File: src/rtl/csr_commit_ctrl_pkg.sv
// Shared constants and types for the SYSTEM-instruction commit controller.
// Holds CSR addresses, SYSTEM opcode fields, and the FSM and decoded-op enums.
package csr_commit_ctrl_pkg;
  localparam logic [11:0] CSR_MSTATUS   = 12'h300;
  localparam logic [11:0] CSR_MTVEC     = 12'h305;
  localparam logic [11:0] CSR_MEPC      = 12'h341;
  localparam logic [11:0] CSR_MCAUSE    = 12'h342;
  localparam logic [11:0] CSR_MVENDORID = 12'hf11;
  localparam logic [11:0] CSR_MARCHID   = 12'hf12;

  localparam logic [6:0]  OPC_SYSTEM = 7'b1110011;
  localparam logic [2:0]  F3_PRIV    = 3'b000;
  localparam logic [2:0]  F3_CSRRW   = 3'b001;
  localparam logic [2:0]  F3_CSRRS   = 3'b010;
  localparam logic [11:0] IMM_ECALL  = 12'h000;
  localparam logic [11:0] IMM_MRET   = 12'h302;

  typedef enum logic [2:0] {S_IDLE, S_READ, S_ISSUE, S_SETTLE, S_DONE} state_e;
  typedef enum logic [2:0] {OP_CSRRW, OP_CSRRS, OP_ECALL, OP_MRET, OP_ILLEGAL} op_e;
endpackage

File: src/rtl/csr_sys_decode.sv
// Combinational SYSTEM-instruction decode: classifies the op and extracts rd
// and the CSR address field.
module csr_sys_decode
  import csr_commit_ctrl_pkg::*;
(
  input  logic [31:0] inst_i,
  output op_e         op_o,
  output logic [4:0]  rd_o,
  output logic [11:0] addr_o
);
  // rs1 index is carried by the WBU as a value, so the field is not decoded here.
  logic unused_rs1;
  assign unused_rs1 = ^inst_i[19:15];

  assign rd_o   = inst_i[11:7];
  assign addr_o = inst_i[31:20];

  always_comb begin
    op_o = OP_ILLEGAL;
    if (inst_i[6:0] == OPC_SYSTEM) begin
      case (inst_i[14:12])
        F3_CSRRW: op_o = OP_CSRRW;
        F3_CSRRS: op_o = OP_CSRRS;
        F3_PRIV: begin
          if (inst_i[31:20] == IMM_ECALL)     op_o = OP_ECALL;
          else if (inst_i[31:20] == IMM_MRET) op_o = OP_MRET;
        end
        default: op_o = OP_ILLEGAL;
      endcase
    end
  end
endmodule

File: src/rtl/csr_commit_ctrl.sv
// Sequences CSRRW/CSRRS/ECALL/MRET from write-back into the CSR file:
// read old value, issue one write request, wait out the write, report rd and next PC.
module csr_commit_ctrl
  import csr_commit_ctrl_pkg::*;
#(
  parameter int          TIMEOUT   = 16,
  parameter logic [31:0] RESET_VEC = 32'h8000_0000
) (
  input  logic        clk,
  input  logic        rst_n,
  input  logic        in_valid,
  output logic        in_ready,
  input  logic [31:0] in_inst,
  input  logic [31:0] in_pc,
  input  logic [31:0] in_rs1,
  output logic [11:0] csr_addr,
  input  logic [31:0] csr_rdata,
  output logic        csr_valid,
  input  logic        csr_ready,
  output logic [31:0] csr_wdata,
  output logic [31:0] csr_inst,
  output logic [31:0] csr_pc,
  input  logic [31:0] mtvec,
  input  logic [31:0] mepc,
  output logic        done_valid,
  input  logic        done_ready,
  output logic        rd_wen,
  output logic [4:0]  rd_idx,
  output logic [31:0] rd_data,
  output logic [31:0] next_pc,
  output logic        err
);
  localparam int CW = $clog2(TIMEOUT) + 1;

  state_e      state_q, state_d;
  op_e         op_q, dec_op;
  logic [4:0]  rd_q, dec_rd;
  logic [11:0] addr_q, dec_addr;
  logic [31:0] inst_q, pc_q, rs1_q, old_q, trap_q, wdata_q, next_pc_q;
  logic [CW-1:0] cnt_q;
  logic        err_q;
  logic        timeout;

  // Decode the incoming word so ILLEGAL can skip straight to DONE on accept.
  csr_sys_decode u_dec (
    .inst_i (in_inst),
    .op_o   (dec_op),
    .rd_o   (dec_rd),
    .addr_o (dec_addr)
  );

  assign timeout = !csr_ready && (cnt_q == CW'(TIMEOUT - 1));

  always_comb begin
    state_d = state_q;
    case (state_q)
      S_IDLE:   if (in_valid) state_d = (dec_op == OP_ILLEGAL) ? S_DONE : S_READ;
      S_READ:   state_d = S_ISSUE;
      S_ISSUE:  if (csr_ready) state_d = S_SETTLE;
                else if (timeout) state_d = S_DONE;
      S_SETTLE: state_d = S_DONE;
      S_DONE:   if (done_ready) state_d = S_IDLE;
      default:  state_d = S_IDLE;
    endcase
  end

  always_ff @(posedge clk) begin
    if (!rst_n) begin
      state_q   <= S_IDLE;
      op_q      <= OP_ILLEGAL;
      rd_q      <= '0;
      addr_q    <= '0;
      inst_q    <= '0;
      pc_q      <= '0;
      rs1_q     <= '0;
      old_q     <= '0;
      trap_q    <= '0;
      wdata_q   <= '0;
      cnt_q     <= '0;
      err_q     <= 1'b0;
      next_pc_q <= RESET_VEC;
    end else begin
      state_q <= state_d;
      case (state_q)
        S_IDLE: if (in_valid) begin
          inst_q <= in_inst;
          pc_q   <= in_pc;
          rs1_q  <= in_rs1;
          op_q   <= dec_op;
          rd_q   <= dec_rd;
          addr_q <= dec_addr;
          old_q  <= '0;
          cnt_q  <= '0;
          err_q  <= (dec_op == OP_ILLEGAL);
          if (dec_op == OP_ILLEGAL) next_pc_q <= in_pc + 32'd4;
        end
        S_READ: begin
          old_q <= csr_rdata;
          case (op_q)
            OP_ECALL: trap_q <= mtvec;
            OP_MRET:  trap_q <= mepc;
            default:  trap_q <= pc_q + 32'd4;
          endcase
          case (op_q)
            OP_CSRRW: wdata_q <= rs1_q;
            OP_CSRRS: wdata_q <= csr_rdata | rs1_q;
            default:  wdata_q <= '0;
          endcase
        end
        S_ISSUE: begin
          cnt_q <= cnt_q + CW'(1);
          if (timeout) begin
            err_q     <= 1'b1;
            next_pc_q <= trap_q;
          end
        end
        S_SETTLE: next_pc_q <= trap_q;
        default: ;
      endcase
    end
  end

  assign in_ready   = (state_q == S_IDLE);
  assign csr_addr   = (state_q == S_READ) ? addr_q : '0;
  assign csr_valid  = (state_q == S_ISSUE);
  assign csr_wdata  = csr_valid ? wdata_q : '0;
  assign csr_inst   = csr_valid ? inst_q : '0;
  assign csr_pc     = csr_valid ? pc_q : '0;
  assign done_valid = (state_q == S_DONE);
  assign rd_wen     = done_valid && !err_q && (rd_q != 5'd0) &&
                      (op_q == OP_CSRRW || op_q == OP_CSRRS);
  assign rd_idx     = done_valid ? rd_q : '0;
  assign rd_data    = done_valid ? old_q : '0;
  assign err        = done_valid && err_q;
  assign next_pc    = next_pc_q;
endmodule

File: config.mk
export PLATFORM = sky130hd
export DESIGN_NAME = csr_commit_ctrl
export DESIGN_NICKNAME = d
export VERILOG_FILES = /design/src/rtl/csr_commit_ctrl_pkg.sv /design/src/rtl/csr_sys_decode.sv /design/src/rtl/csr_commit_ctrl.sv
export SDC_FILE = /design/constraint.sdc
export NUM_CORES = 1
export LEC_CHECK = 0
export BUFFER_PORTS_ARGS = -buffer_cell sky130_fd_sc_hd__buf_2
export CAP_MARGIN = 40
export CORE_UTILIZATION = 52
export CTS_CLUSTER_SIZE = 16
export DETAILED_ROUTE_END_ITERATION = 10
export PLACE_DENSITY = 0.81
export SLEW_MARGIN = 40
export SYNTH_ARGS = -nofsm -noshare
export SYNTH_HDL_FRONTEND = slang
export SYNTH_SLANG_ARGS = --single-unit
File: constraint.sdc
create_clock -name clk -period 2.49 [get_ports clk]
set_input_delay 0.249 -clock clk [delete_from_list [all_inputs] [get_ports clk]]
set_output_delay 0.249 -clock clk [all_outputs]
set_load 0.02 [all_outputs]
==> reports/qor.yml <==
synth_fp_nets: 1736
die_w_um: 154
yosys.area.top_type: "dfxtp_1"
drt_iter0_markers: 1083
ff2ff_path_depth: 9
area_delta_synth_final_pct: 33.5
async_flop_share: 0
reg2reg_to: "next_pc[7]"
coreArea_sq_um: 22600
wl_um: 41900
hpwlAfterDp_um: 26300
ant_nets: 0
synth_ff_type: "dfxtp_1"
hold_end: "old_q[5]"
min_path_cells: 3
first_pass_iters: 8
reg2reg_slack_ps: 230
finalClockSkew_ps: 12.4
clk_latency_ps: 520
rsz0062_at_grt: "yes"
post_cts_buffers: 0
crit_path_end_kind: "primary output"
wire_per_inst_um: 18.7
setup_viol: 0
outcome: "completed"
fin_ws_ps: 123
grt_max_degree: 110
p_total_mw: 9.32
cts_tree: "done"
htree_levels: 1
ff_latch_area_sq_um: 4730
post-route-min-period_ps: 2370
die_h_um: 154
powerDensity_nw_per_um2: 582
synthCells: 1535
grt_pass1_vias: 12602
r2r_start: "cnt_q[0]"
synth_cell_types: 52
yosys.area_share.simple: 0.307
cap_violations: 0
drive_gt1_frac: 0.250
netlist.area_leader.share: 0.394
vias: 13122
boundaryPins: 379
synth_top_family_by_area: "simple AND/OR/NAND/NOR gates"
dpl_worst_slack_ps: 161
worstMarginPinSlew_ps: 728
multiInputGateArea_sq_um: 6790
grt_pass1_wl_um: 65500
synth.most_common_cell: "nand2_1"
avgSynthCellArea_sq_um: 7.81
synth_edf_count: 0
hold_path.class: "input port to register"
start_util: 0.530
cts-root-buf: "clkbuf_16"
hold_viol_final: 0
cts.sinks: 236
synthesis.area_sq_um: 12000
synthTopCellsByCount: "nand2_1, dfxtp_1, a21boi_0, clkbuf_1, and3_1"
antenna_found_initial: 2
fmax_ghz: 0.423
critPathMaxFanout: 13
numCtsBuffers: 25
synth-adder-area-share: 0.00417
gp_congestion: 0.915
yosysSeqAreaShare: 0.394
grt-ovfl-total: 0
final_util: 0.707
critPathRequiredTime_ps: 2240
rows: 55
synth_xor_area_frac: 0.0402
finalCritPeriodShare: 0.951
irDropWorstVdd_uv: 492
arrival_ps: 2120
drv_slew: 0
clk_pin_slew_ps: 60
fp.dieArea_sq_um: 23700
synth-seq-cells: 236
clock_path_buffers: 3
portBuffers: 378
routed_via_density: 5.84
hold_start: "csr_rdata[5]"
grt.total_usage: 0.342
drc: 0
synth_warnings: 0
synth_compound_area_frac: 0.183
synth_top_cells_by_area: "dfxtp_1, nand2_1, a21boi_0"
finish.net_count: 2143
n_fill_cell: 1683
slew_headroom: 0.515
synthMuxAreaShare: 0.0267
critPathKind: "register to primary output"
cp-start-kind: "register"
p_leak_nw: 7.22
## metal layers
| layer | up-vias | track usage | share of wire |
|---|---|---|---|
| li1 | 6082 | - | - |
| met1 | 6052 | 0.426 | 0.39 |
| met2 | 818 | 0.564 | 0.46 |
| met3 | 168 | 0.0606 | 0.091 |
| met4 | 2 | 0.186 | 0.053 |
| met5 | - | 0 | 0.00041 |
## cells by family after synthesis
family                     Yosys count
xor gates and xnor gates            55
and+or+nand+nor                    750
buffers and inverters              135
AOI/OAI and AO/OA                  323
muxes                               32
DFF                                236
adders and majority gates            4
## layout make-up
| cell class | count | share of cell area |
|---|---|---|
| antenna | 2 | 0.000313 |
| clock buffer | 31 | 0.0424 |
| clock inverter | 15 | 0.0160 |
| inverter | 10 | 0.00234 |
| multi-input combinational | 1164 | 0.424 |
| sequential | 236 | 0.295 |
| tap | 285 | 0.0223 |
| timing repair buffer | 505 | 0.197 |
## power breakdown
part	internal [mW]	total (mW)	switching, mW
Sequential	3.92	4.04	0.124
Clock	2.66	4.26	1.60
Combinational	0.455	1.02	0.563
Total	7.03	9.32	2.29
## state kept, by name, summed over array words and instances (netlist names), 5 cells and up
| name | count |
|---|---|
| cnt_q | 5 |
| next_pc | 32 |
| old_q | 32 |
| rs1_q | 32 |
| addr_q | 12 |
| pc_q | 32 |
| trap_q | 32 |
| wdata_q | 32 |
| inst_q | 16 |
## worst max-delay path, stage by stage (launching register included)
cell and delay [ps]:
dfxtp_1 420, inv_2 110, nor3_2 390, buf_4 300, and2_1 200, buf_2 180
## placed cells by master, fill, tap and decap left out, drive strengths merged, types with 8 or more instances in the layout
| cell type | n |
|---|---|
| and3 | 100 |
| nand4 | 19 |
| mux2i | 32 |
| a21oi | 49 |
| o211ai | 18 |
| nor2b | 13 |
| dfxtp | 236 |
| and4 | 8 |
| xor2 | 22 |
| nand2 | 350 |
| xnor2 | 33 |
| nor2 | 47 |
| dlygate4sd3 | 87 |
| buf | 418 |
| clkbuf | 31 |
| a21boi | 149 |
| and2 | 90 |
| nor3 | 21 |
| nand3 | 77 |
| o21ai | 67 |
| inv | 11 |
| o221ai | 8 |
| nor4 | 8 |
## worst max path at each step
stage	end	slack [ps]	startpoint	cells after the start
after detailed placement	next_pc[5]	160	in_inst[14]	8
final	csr_addr[8]	120	state_q[0]	5
after CTS	csr_valid	80	state_q[1]	4
after floorplan	next_pc[31]	310	state_q[2]	10
after global routing	next_pc[27]	-40	in_inst[28]	9
after global placement	next_pc[2]	9	in_inst[21]	8
## metrics by stage
stage,TNS [ps],std cells,hold WS (ps),area [sq um]
4_1_cts,0,2246,0.144,16000
3_5_place_dp,0,2113,448,14200
6_report,0,2248,15.3,16000
2_1_floorplan,0,1535,394,12000
5_1_grt,-37.2,2247,16.7,16000
3_3_place_gp,0,2113,444,14200
## timing repair
| item | in CTS | in global routing |
|---|---|---|
| hold buffers | 87 | 0 |
| setup endpoints to repair | 0 | 58 |
| hold endpoints to repair | 87 | 0 |
| gates resized for setup | 0 | 4 |
No activity file was read; power rests on OpenSTA's default activity.
